## src/rtl/motor_pwm_driver.sv

```systemverilog
// motor_pwm_driver / motor_pwm_channel
//
// Turns the two 8-bit motor command words into H-bridge PWM drive. Each word
// is decoded to a direction and a 0..4 drive level. The duty cycle is slewed
// towards the decoded target, and a reversal first ramps the duty to zero and
// then holds both bridge inputs low for a dead-time before the direction flips.
//
// motor_pwm_driver ports:
//   clk          in   system clock, rising edge
//   rst_n        in   synchronous active-low reset
//   right_motor  in   8-bit right motor command word
//   left_motor   in   8-bit left motor command word
//   r_in_a/b     out  right bridge inputs (A = forward PWM, B = reverse PWM)
//   l_in_a/b     out  left bridge inputs
//   fault        out  [1]=right, [0]=left: command word invalid
//   at_target    out  [1]=right, [0]=left: duty settled on target, no reversal
//
// motor_pwm_channel ports:
//   clk, rst_n   as above
//   cmd          raw command word for this motor
//   tick         shared one-cycle ramp pulse
//   cnt          shared PWM period counter
//   in_a, in_b   bridge inputs for this motor
//   fault        registered invalid-word flag
//   at_target    registered settled flag

module motor_pwm_channel #(
   parameter int PWM_PERIOD  = 1000,
   parameter int DUTY_STEP   = 25,
   parameter int DEAD_CYCLES = 100
) (
   input  logic        clk,
   input  logic        rst_n,
   input  logic [7:0]  cmd,
   input  logic        tick,
   input  logic [15:0] cnt,
   output logic        in_a,
   output logic        in_b,
   output logic        fault,
   output logic        at_target
);

   typedef enum logic [1:0] {
      RUN    = 2'd0,
      RAMPDN = 2'd1,
      DEAD   = 2'd2
   } state_t;

   localparam logic [15:0] QUARTER = 16'(PWM_PERIOD / 4);
   localparam logic [15:0] STEP = 16'(DUTY_STEP);
   localparam logic [15:0] CNT_LAST = 16'(PWM_PERIOD - 1);
   localparam int DW = (DEAD_CYCLES > 1) ? $clog2(DEAD_CYCLES) : 1;
   localparam logic [DW-1:0] DEAD_LAST = DW'(DEAD_CYCLES - 1);

   // Result layout: {invalid, reverse, level[2:0]}. Only thermometer-coded
   // nibbles are legal; an invalid or zero word leaves level 0 and the
   // reverse flag is ignored because level 0 never requests a direction.
   function automatic logic [4:0] decode_word(input logic [7:0] w);
      logic [2:0] lvl;
      logic       rev;
      logic       bad;
      lvl = 3'd0;
      rev = 1'b0;
      bad = 1'b0;
      if (w == 8'h00) begin
         lvl = 3'd0;
      end else if (w[7:4] == 4'h0) begin
         case (w[3:0])
            4'b1000: lvl = 3'd1;
            4'b1100: lvl = 3'd2;
            4'b1110: lvl = 3'd3;
            4'b1111: lvl = 3'd4;
            default: bad = 1'b1;
         endcase
      end else if (w[3:0] == 4'h0) begin
         rev = 1'b1;
         case (w[7:4])
            4'b0001: lvl = 3'd1;
            4'b0011: lvl = 3'd2;
            4'b0111: lvl = 3'd3;
            4'b1111: lvl = 3'd4;
            default: bad = 1'b1;
         endcase
      end else begin
         bad = 1'b1;
      end
      if (bad) begin
         lvl = 3'd0;
         rev = 1'b0;
      end
      return {bad, rev, lvl};
   endfunction

   logic [4:0]    dec_q;
   logic [2:0]    level;
   logic          req_rev;
   logic          opposite;
   logic [15:0]   target;
   logic          wrap;

   state_t        state, state_next;
   logic [15:0]   duty, duty_next, shadow;
   logic          dir, dir_next;
   logic [DW-1:0] dead_cnt, dead_next;
   logic          active;

   assign level    = dec_q[2:0];
   assign req_rev  = dec_q[3];
   assign fault    = dec_q[4];
   assign target   = 16'(level) * QUARTER;
   assign opposite = (level != 3'd0) && (req_rev != dir);
   assign wrap     = (cnt == CNT_LAST);
   assign active   = (cnt < shadow);

   // Next-state and duty slewing. A zero or invalid word carries no
   // direction, so it never counts as a reversal request.
   always_comb begin
      state_next = state;
      duty_next  = duty;
      dir_next   = dir;
      dead_next  = dead_cnt;
      case (state)
         RUN: begin
            if (opposite) begin
               if (duty != 16'd0) begin
                  state_next = RAMPDN;
               end else begin
                  state_next = DEAD;
                  dead_next  = '0;
               end
            end else if (tick) begin
               if (duty < target) begin
                  duty_next = ((target - duty) > STEP) ? duty + STEP : target;
               end else if (duty > target) begin
                  duty_next = ((duty - target) > STEP) ? duty - STEP : target;
               end
            end
         end
         RAMPDN: begin
            if (!opposite) begin
               state_next = RUN;
            end else if (duty == 16'd0) begin
               state_next = DEAD;
               dead_next  = '0;
            end else if (tick) begin
               duty_next = (duty > STEP) ? duty - STEP : 16'd0;
            end
         end
         DEAD: begin
            if (dead_cnt == DEAD_LAST) begin
               state_next = RUN;
               dir_next   = ~dir;
            end else begin
               dead_next = dead_cnt + 1'b1;
            end
         end
         default: begin
            state_next = RUN;
         end
      endcase
   end

   // State, duty and registered bridge outputs. The shadow is loaded on the
   // last count of a period with the pre-update duty, so a ramp step landing
   // on that cycle only shows up one period later. Direction gates which
   // bridge input may be driven, so A and B can never both be high.
   always_ff @(posedge clk) begin
      if (!rst_n) begin
         dec_q     <= 5'd0;
         state     <= RUN;
         duty      <= 16'd0;
         dir       <= 1'b0;
         dead_cnt  <= '0;
         shadow    <= 16'd0;
         in_a      <= 1'b0;
         in_b      <= 1'b0;
         at_target <= 1'b0;
      end else begin
         dec_q     <= decode_word(cmd);
         state     <= state_next;
         duty      <= duty_next;
         dir       <= dir_next;
         dead_cnt  <= dead_next;
         if (wrap) begin
            shadow <= duty;
         end
         in_a      <= (state != DEAD) && !dir && active;
         in_b      <= (state != DEAD) && dir && active;
         at_target <= (state == RUN) && (duty == target);
      end
   end

endmodule

module motor_pwm_driver #(
   parameter int PWM_PERIOD  = 1000,
   parameter int RAMP_DIV    = 50000,
   parameter int DUTY_STEP   = 25,
   parameter int DEAD_CYCLES = 100
) (
   input  logic       clk,
   input  logic       rst_n,
   input  logic [7:0] right_motor,
   input  logic [7:0] left_motor,
   output logic       r_in_a,
   output logic       r_in_b,
   output logic       l_in_a,
   output logic       l_in_b,
   output logic [1:0] fault,
   output logic [1:0] at_target
);

   localparam int RW = (RAMP_DIV > 1) ? $clog2(RAMP_DIV) : 1;
   localparam logic [RW-1:0] RAMP_LAST = RW'(RAMP_DIV - 1);
   localparam logic [15:0] CNT_LAST = 16'(PWM_PERIOD - 1);

   logic [15:0]   cnt;
   logic [RW-1:0] ramp_cnt;
   logic          tick;

   assign tick = (ramp_cnt == RAMP_LAST);

   // Shared PWM period counter and ramp divider; both motors see the same
   // period boundaries and the same slew ticks.
   always_ff @(posedge clk) begin
      if (!rst_n) begin
         cnt      <= 16'd0;
         ramp_cnt <= '0;
      end else begin
         cnt      <= (cnt == CNT_LAST) ? 16'd0 : cnt + 16'd1;
         ramp_cnt <= tick ? '0 : ramp_cnt + 1'b1;
      end
   end

   motor_pwm_channel #(
      .PWM_PERIOD (PWM_PERIOD),
      .DUTY_STEP  (DUTY_STEP),
      .DEAD_CYCLES(DEAD_CYCLES)
   ) u_right (
      .clk      (clk),
      .rst_n    (rst_n),
      .cmd      (right_motor),
      .tick     (tick),
      .cnt      (cnt),
      .in_a     (r_in_a),
      .in_b     (r_in_b),
      .fault    (fault[1]),
      .at_target(at_target[1])
   );

   motor_pwm_channel #(
      .PWM_PERIOD (PWM_PERIOD),
      .DUTY_STEP  (DUTY_STEP),
      .DEAD_CYCLES(DEAD_CYCLES)
   ) u_left (
      .clk      (clk),
      .rst_n    (rst_n),
      .cmd      (left_motor),
      .tick     (tick),
      .cnt      (cnt),
      .in_a     (l_in_a),
      .in_b     (l_in_b),
      .fault    (fault[0]),
      .at_target(at_target[0])
   );

endmodule
```

## config.mk

```make
export PLATFORM = sky130hd
export DESIGN_NAME = motor_pwm_driver
export DESIGN_NICKNAME = d
export VERILOG_FILES = /design/src/rtl/motor_pwm_driver.sv
export SDC_FILE = /design/constraint.sdc
export NUM_CORES = 1
export LEC_CHECK = 0
export ABC_AREA = 0
export BUFFER_PORTS_ARGS = -buffer_cell sky130_fd_sc_hd__buf_2
export CAP_MARGIN = 20
export CORE_AREA = 4 4 182 184
export CTS_CLUSTER_DIAMETER = 50
export DETAILED_ROUTE_END_ITERATION = 6
export DIE_AREA = 0 0 186 188
export GPL_ROUTABILITY_DRIVEN = 0
export SLEW_MARGIN = 25
export SYNTH_ARGS = -nofsm -noshare
export SYNTH_HDL_FRONTEND = slang
export SYNTH_SLANG_ARGS = --single-unit
```

## constraint.sdc

```tcl
create_clock -name clk -period 9.61 [get_ports clk]
set_input_delay 0.4805 -clock clk [delete_from_list [all_inputs] [get_ports clk]]
set_output_delay 0.4805 -clock clk [all_outputs]
set_load 0.005 [all_outputs]
```

# After elaboration in Yosys (flattened, before gate mapping)
# Index checks and enable logic that the tools add are counted.
# op_classes
mul	2
magnitude_cmp	12
muxes	68
n_reduce_logical	50
eq_ne	54
add_sub_neg	12
n_bitwise	3
# op_table
op	count
16-bit two-way mux	20
16-bit by 5-bit > comparator with 1-bit output, second input constant	6
7-bit two-way mux	10
16-bit one-hot mux with 2 select lines	2
3-bit one-hot mux with 4 select lines	4
7-bit one-hot mux with 3 select lines	2
4-bit equality test, second input constant	10
16-bit by 1-bit adder with 16-bit output, second input constant	2
16-bit by 5-bit adder with 16-bit output, second input constant	2
16-bit by 11-bit equality test with 1-bit output	2
16-bit by 11-bit > comparator with 1-bit output	2
16-bit logical NOT	2
16-bit by 11-bit < comparator with 1-bit output	2
16-bit < comparator	2
16-bit nonzero test	2
11-bit by 16-bit subtractor with 16-bit output	2
16-bit by 11-bit subtractor with 16-bit output	2
16-bit by 5-bit subtractor with 16-bit output, second input constant	2
2-bit inequality test, second input constant	14
4-bit OR reduction	6
3-bit by 7-bit multiplier with 10-bit output, second input constant	2
2-bit two-way mux	10
16-bit by 10-bit equality test with 1-bit output, second input constant	1
16-bit equality test, second input constant	1
other kinds (28)	91
# totals
ff_bits	132
wordCells	225
out_inout_bits	8
inputBits	18

# Logic depth before layout (Yosys ltp)
# Gate-level depths: netlist of run 1.
# logic_depth
depth_word	9
depth_mapped	25

# Hierarchy
# A second synthesis of run 1 with hierarchy kept.
# hier_totals
hier_cells	1523
area_unflattened_um2	11566.1
# by_module_without_submodules
mod	cells_per_inst	n_inst	seq_area_each_um2	area_each_um2
motor_pwm_channel (u_right)	715	1	1001.0	5327.6
motor_pwm_channel (u_left)	644	1	1001.0	4785.8
motor_pwm_driver	164	1	640.6	1452.6

# Worst setup path after synthesis of run 1
# Ideal clock, no wire load.
# synth_path
path_kind	register to register
from	register u_left.dec_q[0]
to	register u_left.duty[2]
setup_time_ns	0.122
path_stages_with_launch	20
n_path_buf	2
required_ns	9.488
synth_period_minus_slack_ns	4.914
arrival_time_ns	4.793
path_slack_ns	4.696
path_cell_list	dfxtp_1 fa_1 inv_1 fa_1 fa_1 xnor2_1 inv_1 ha_1 clkbuf_1 nor2_1 a211o_1 a21o_1 or4_1 a21oi_1 nand4_1 and2_1 clkbuf_1 a221oi_1 a21oi_1 o311a_1
# synth_via
elab_chain_len	9
elab_cells_between_ends	20
classes_between	add/sub (2); mul (1); order compare (4); eq/ne (3); mux (7); reduce/logical (3)
# synth_lines
item	line	rtl
start, declared	94	logic [4:0] dec_q;
start signal, assigned	179	dec_q <= decode_word(cmd);
3-bit by 7-bit multiplier with 10-bit output	110	assign target = 16'(level) * QUARTER;
16-bit by 11-bit subtractor with 16-bit output	135	duty_next = ((duty - target) > STEP) ? duty - STEP : target;
16-bit by 5-bit > comparator with 1-bit output	135	
16-bit two-way mux	135	
16-bit two-way mux	134	end else if (duty > target) begin
16-bit two-way mux	132	if (duty < target) begin
16-bit two-way mux	131	end else if (tick) begin
16-bit two-way mux	124	if (opposite) begin
16-bit one-hot mux with 2 select lines	122	case (state)
end signal, assigned	181	duty <= duty_next;
end, declared	102	logic [15:0] duty, duty_next, shadow;
# Parallel ways exist; a longest one is shown, timed or not. The select of a mux whose other input is x is not followed.
# A chain may end at the register's enable or synchronous reset.

# Final worst setup path of run 1
# layout_path
from	register u_right.dec_q[1]
to	register u_right.duty[9]
# layout_via
elab_chain_len	9
elab_cells_between_ends	20
classes_between	add/sub (2); mul (1); order compare (4); eq/ne (3); mux (7); reduce/logical (3)
# layout_lines
item	line
start, declared	94
start signal, assigned	179
3-bit by 7-bit multiplier with 10-bit output	110
16-bit by 11-bit subtractor with 16-bit output	135
16-bit by 5-bit > comparator with 1-bit output	135
16-bit two-way mux	135
16-bit two-way mux	134
16-bit two-way mux	132
16-bit two-way mux	131
16-bit two-way mux	124
16-bit one-hot mux with 2 select lines	122
end signal, assigned	181
end, declared	102
# Parallel ways exist; a longest one is shown, timed or not. The select of a mux whose other input is x is not followed.

==> flow_summary.ini, run 1 <==
[setup_path]
setup.worst_path.end_class = flop
cp_max_fo = 16
critPathLaunch = u_right.dec_q[1]
required_ns = 9.91
arrival_ns = 6.09
regToRegSetupSlack_ns = 3.82
start_kind = flop
crit_type = flop to flop
r2r_start = u_right.dec_q[1]

[timing]
fin_crit_sh_pct = 60.2
worst_pin_slew_ns = 1.05
hold_violations = 0
slew_violations = 0
skew_ns = 0.0145
fmax_mhz = 173
setup_viol = 0
finalCriticalPeriod_ns = 5.79
max-slew-margin-rel_pct = 29.5
rsz0062_at_grt = no
setup-tns-final_ns = 0

[grt]
grt_max_degree = 48
first_global_vias = 10100
antenna_found_initial = 0
grt_pass1_wl_um = 51300
track_usage_pct = 17.6
overflow = 0

[yosys]
yosysTopAreaCellShare_pct = 23.5
netlist_area_sq_um = 11200
ys_ff_latch = 132
synth-async-reset-ratio_pct = 0
ys_seq_area_share_pct = 23.5
syn_avg_cell_area_sq_um = 7.54
synth_nets = 1610
netlist_instances = 1490
ys_warn_count = 0
ys.flop_type = dfxtp_1
synth_edf_count = 0
ys_types = 94
ys_top_cells_by_area = dfxtp_1 (24%), ha_1 (10%), a21oi_1 (5.4%), nand2_1 (5.1%), nor2_1 (4.0%)
synth.largest_area_cell = dfxtp_1

[clock_tree]
worstSkewPairLatency_ns = 0.43
cts.sinks = 132
htreeDepth = 4
cts_setup_buffers = 0
cts-root-buf = clkbuf_16
numCtsBuffers = 17
cts_hold_buffers = 0
cts_resized = 0
clkTransAtPathRegs_ns = 0.06
cts_tree = built
clockBufferDepth = 2

[floorplan]
initial_core_util_pct = 35.8
die-width_um = 186
coreArea_sq_um = 31400
rows = 65
ios = 26
fp.dieH_um = 188
die_area_sq_um = 35000

[final_layout]
final_util_pct = 38.7
final_nets = 1582
fillers = 3225
final_common_cell = nand2_1
mostFrequentLayoutCells = nand2_1 (154), dfxtp_1 (132), a21oi_1 (122), nor2_1 (120), inv_1 (108)
area_growth_pct = 8.00
final_layout_size_suffix_gt1_share_pct = 7.53

[drt]
via_per_inst = 5.79
drc = 0
routed_wirelength_um = 31400
drt-initial-drc-count = 916
drtPass1Iterations = 5
wl_per_cell_um = 16.7
ant_nets = 0
num_vias = 10900

[place]
dp_hpwl_um = 23600
port-buffer-count = 25

[power_and_ir_drop]
irDropWorstVdd_mv = 0.128
p_per_area_nw_per_um2 = 103
power.leakage_nw = 4.77

[min_path]
hp-class = input pin to flop
min-delay-start = right_motor[7]

[run_status]
status = complete, no violations

[job]
max_cap_violations = 0
[stage by stage]
stage / cells / cell area (sq um) / setup WS [ns] / power [mW] / hold slack, ns
2_1_floorplan: 1490 / 11200 / 4.70 / 0.602 / 0.430
3_3_place_gp: 1845 / 11600 / 4.10 / 0.622 / 0.439
3_5_place_dp: 1845 / 11600 / 3.89 / 0.622 / 0.445
4_1_cts: 1877 / 12100 / 3.87 / 1.26 / 0.260
5_1_grt: 1877 / 12100 / 3.45 / 1.30 / 0.277
6_report: 1878 / 12100 / 3.82 / 1.25 / 0.280
[state kept, by name (all words and copies together), names as in the netlist]
register and count:
u_left.in_a 1, u_left.shadow 16, u_right.dec_q 5, u_right.dead_cnt 7, u_right.at_target 1, u_left.state 2
u_right.duty 16, u_left.dead_cnt 7, cnt 16, ramp_cnt 16, u_right.state 2, u_right.dir 1
u_left.duty 16, u_left.in_b 1, u_left.at_target 1, u_right.in_a 1, u_left.dir 1, u_right.shadow 16
u_left.dec_q 5, u_right.in_b 1
[report_power, final]
group          internal [mW]  switching [mW]
clock                  0.363           0.275
combinational         0.0220          0.0335
sequential             0.551         0.00359
[path summary, 6_finish.rpt]
kind,end,depth (start not counted)
min,u_right.dec_q[0],2
max reg2reg,u_right.duty[9],19
min reg2reg,u_left.shadow[11],2
max,u_right.duty[9],19
[final cells by class]
type | count | area [sq um] | share of cell area (%)
clock buffers | 18 | 429 | 3.54
inverters | 111 | 417 | 3.43
well taps | 402 | 503 | 4.14
clock inverters | 14 | 144 | 1.19
flip-flops and latches | 132 | 2640 | 21.8
repair buffers | 32 | 178 | 1.46
multi-input cells | 1168 | 7820 | 64.4
diodes | 1 | 2.50 | 0.0206
[cell families after synthesis]
logic type | share of synthesized area (%)
buffers and inverters | 6.90
adders and majority gates | 12.0
muxes | 0.657
xor gates and xnor gates | 6.21
AOI/OAI and AO/OA | 24.6
DFF | 23.5
and+or+nand+nor | 26.0
[cell usage after synthesis, drive strengths merged (13+ instances only)]
cell type	instances
a21oi	125
nor3	43
ha	92
and3	31
inv	109
o21ai	77
o22ai	13
nand2	154
clkbuf	53
a211oi	14
a31oi	19
xor2	33
nand3	70
a21o	32
nor2	121
nor2b	14
o211ai	13
nand2b	21
nor4	21
xnor2	45
buf	26
dfxtp	132
nand4	22
[worst max-delay path, stage by stage (launching register included)]
cell and delay, ns:
dfxtp_1 0.45, inv_1 0.19, ha_1 0.31, ha_1 0.21, inv_1 0.08, fa_1 0.41
fa_1 0.40, xnor2_1 0.29, inv_1 0.09, ha_1 0.51, nand3_1 0.19, nor2_1 0.23
a31oi_1 0.15, or3_1 0.38, a221oi_1 0.36, nand4_1 0.30, nand2_1 0.51, nor4_1 0.15
a2111oi_2 0.40, a211oi_2 0.05
[per-layer routing]
metal	vias up	track usage (%)	share of wire (%)	routed length [um]
li1	5314	-	-	-
met1	5120	25.3	47	14900
met2	396	26.7	44	13800
met3	51	3.43	6.8	2150
met4	0	4.96	1.9	586
met5	-	0	0	0
No activity file was read; power rests on OpenSTA's default activity.
==> inputs of run 2 (changes only) <==
Clock period 9.61 ns to 5 ns, I/O delays scaled along.
==> run 2 against run 1 <==
  * Worst setup slack got worse by 3.7 ns
  * Final cell count rose by 5.3%
  * Largest power group unchanged
  * Cell area rose by 10%
==> flow_summary.ini, run 2 (synthesized netlist as in run 1, its figures left out) <==
[setup_path]
slowest_delay_ns = 0.60
setup.worst_path.end_class = flop
path_cells = fa_2 -> ha_1 -> a211o_4 -> a211oi_4 -> xor2_2 -> inv_1 -> ha_2 -> or4b_4 -> a22oi_2 -> o21ai_1 -> a221oi_4 -> nand4_1 -> buf_6 -> and2_2 -> and3_1 -> nor4_2 -> a211oi_2
start_kind = flop
crit_slowest_cell = fa_2
required_ns = 5.29
cp_max_fo = 7
arrival_ns = 5.12
crit_type = flop to flop

[min_path]
hp-class = input pin to flop

[place]
place_area_sq_um = 12300
place_ws_ns = -0.120
port-buffer-count = 25
dp_hpwl_um = 25000
dp_cells = 1935

[timing]
setup_viol = 0
fmax_mhz = 207
worst_pin_slew_ns = 0.879
max-slew-margin-rel_pct = 41.3
finalCriticalPeriod_ns = 4.84
timing.final.ws_setup_ns = 0.165
slew_violations = 0
hold_slack_ns = 0.0455
fin_crit_sh_pct = 96.7
rsz0062_at_grt = yes
hold_violations = 0
skew_ns = 0.0155
setup-tns-final_ns = 0

[drt]
num_vias = 11400
drtPass1Iterations = 5
wl_per_cell_um = 17.0
via_per_inst = 5.74
drt-initial-drc-count = 868
drc = 0
routed_wirelength_um = 33700
ant_nets = 0

[grt]
overflow = 0
grt_max_degree = 54
grtUsageMet1_pct = 28.0
first_global_vias = 10400
busiest_layer = met1
grt_pass1_wl_um = 54600
gr-usage-met2_pct = 28.0
antenna_found_initial = 0
grt_use_met3_pct = 3.41
track_usage_pct = 18.8

[floorplan]
die_area_sq_um = 35000
rows = 65
fp.dieH_um = 188
initial_core_util_pct = 35.8
coreArea_sq_um = 31400
ios = 26
die-width_um = 186

[final_layout]
antenna_cells = 0
final_util_pct = 42.5
final_layout_size_suffix_gt1_share_pct = 17.4
final_nets = 1683
fin_cells = 1978
fin_area_sq_um = 13400
mostFrequentLayoutCells = nand2_1 (150), dfxtp_1 (129), nor2_1 (117), a21oi_1 (117), inv_1 (104)
final_common_cell = nand2_1
area_growth_pct = 18.8

[power_and_ir_drop]
power.leakage_nw = 5.37
finalPower_mw = 2.41
irDropWorstVdd_mv = 0.218
p_per_area_nw_per_um2 = 180

[clock_tree]
htreeDepth = 4
cts-root-buf = clkbuf_16
clkTransAtPathRegs_ns = 0.07
worstSkewPairLatency_ns = 0.43
cts_tree = built
cts.sinks = 132
clockBufferDepth = 2
numCtsBuffers = 17
cts_hold_buffers = 0

[job]
max_cap_violations = 0

[run_status]
status = complete, no violations
==> run 2: cell types whose count changed in the layout (fill, tap and decap cells not counted), sizes merged <==
cell      previous run  this run
clkinv               6         7
clkinvlp             3         4
inv                115       111
buf                 32       132
diode                1         0
clkbuf              18        21
==> run 2: where the power goes <==
| part | internal [mW] | switching, mW | total, mW |
|---|---|---|---|
| logic | 0.0511 | 0.0676 | 0.119 |
| clock network | 0.697 | 0.524 | 1.22 |
| registers | 1.06 | 0.00740 | 1.07 |
==> run 2: worst max-delay path: cells and delay by family, from the launching register on <==
family                     cells  cell delay (ns)
adders and majority gates      3             1.21
xor gates and xnor gates       1             0.16
buffers and inverters          2             0.22
AOI/OAI and AO/OA              6             1.34
and+or+nand+nor                5             1.42
DFF                            1             0.33
==> run 2: cell type report <==
| cell class | instances | area (sq um) |
|---|---|---|
| well taps | 402 | 503 |
| multi-input cells | 1168 | 8220 |
| repair buffers | 133 | 1020 |
| inverters | 111 | 417 |
| flip-flops and latches | 132 | 2650 |
| clock buffers | 20 | 447 |
| clock inverters | 12 | 106 |
| fillers | 3163 | 18000 |
==> run 2: metal layers <==
layer | vias to the layer above | wire (um)
met5 | - | 0
met4 | 0 | 699
met3 | 59 | 2360
met2 | 420 | 14600
met1 | 5368 | 16100
li1 | 5504 | -
==> run 2: timing repair <==
item                                    4_1_cts  5_1_grt
endpoints found under the setup margin       17       32
cloned                                        0        1
pin swaps                                     1       26
setup buffers                                 1        9
resized for setup                             9       80
==> run 2: path summary, 6_finish.rpt <==
path                     startpoint                 to  slack, ns  cells after the start
setup / recovery   u_right.dec_q[2]    u_right.duty[1]       0.16                     17
hold / removal       right_motor[7]   u_right.dec_q[0]       0.05                      2
setup reg to reg   u_right.dec_q[2]    u_right.duty[1]       0.16                     17
hold reg to reg   u_left.shadow[10]  u_left.shadow[10]       0.45                      2
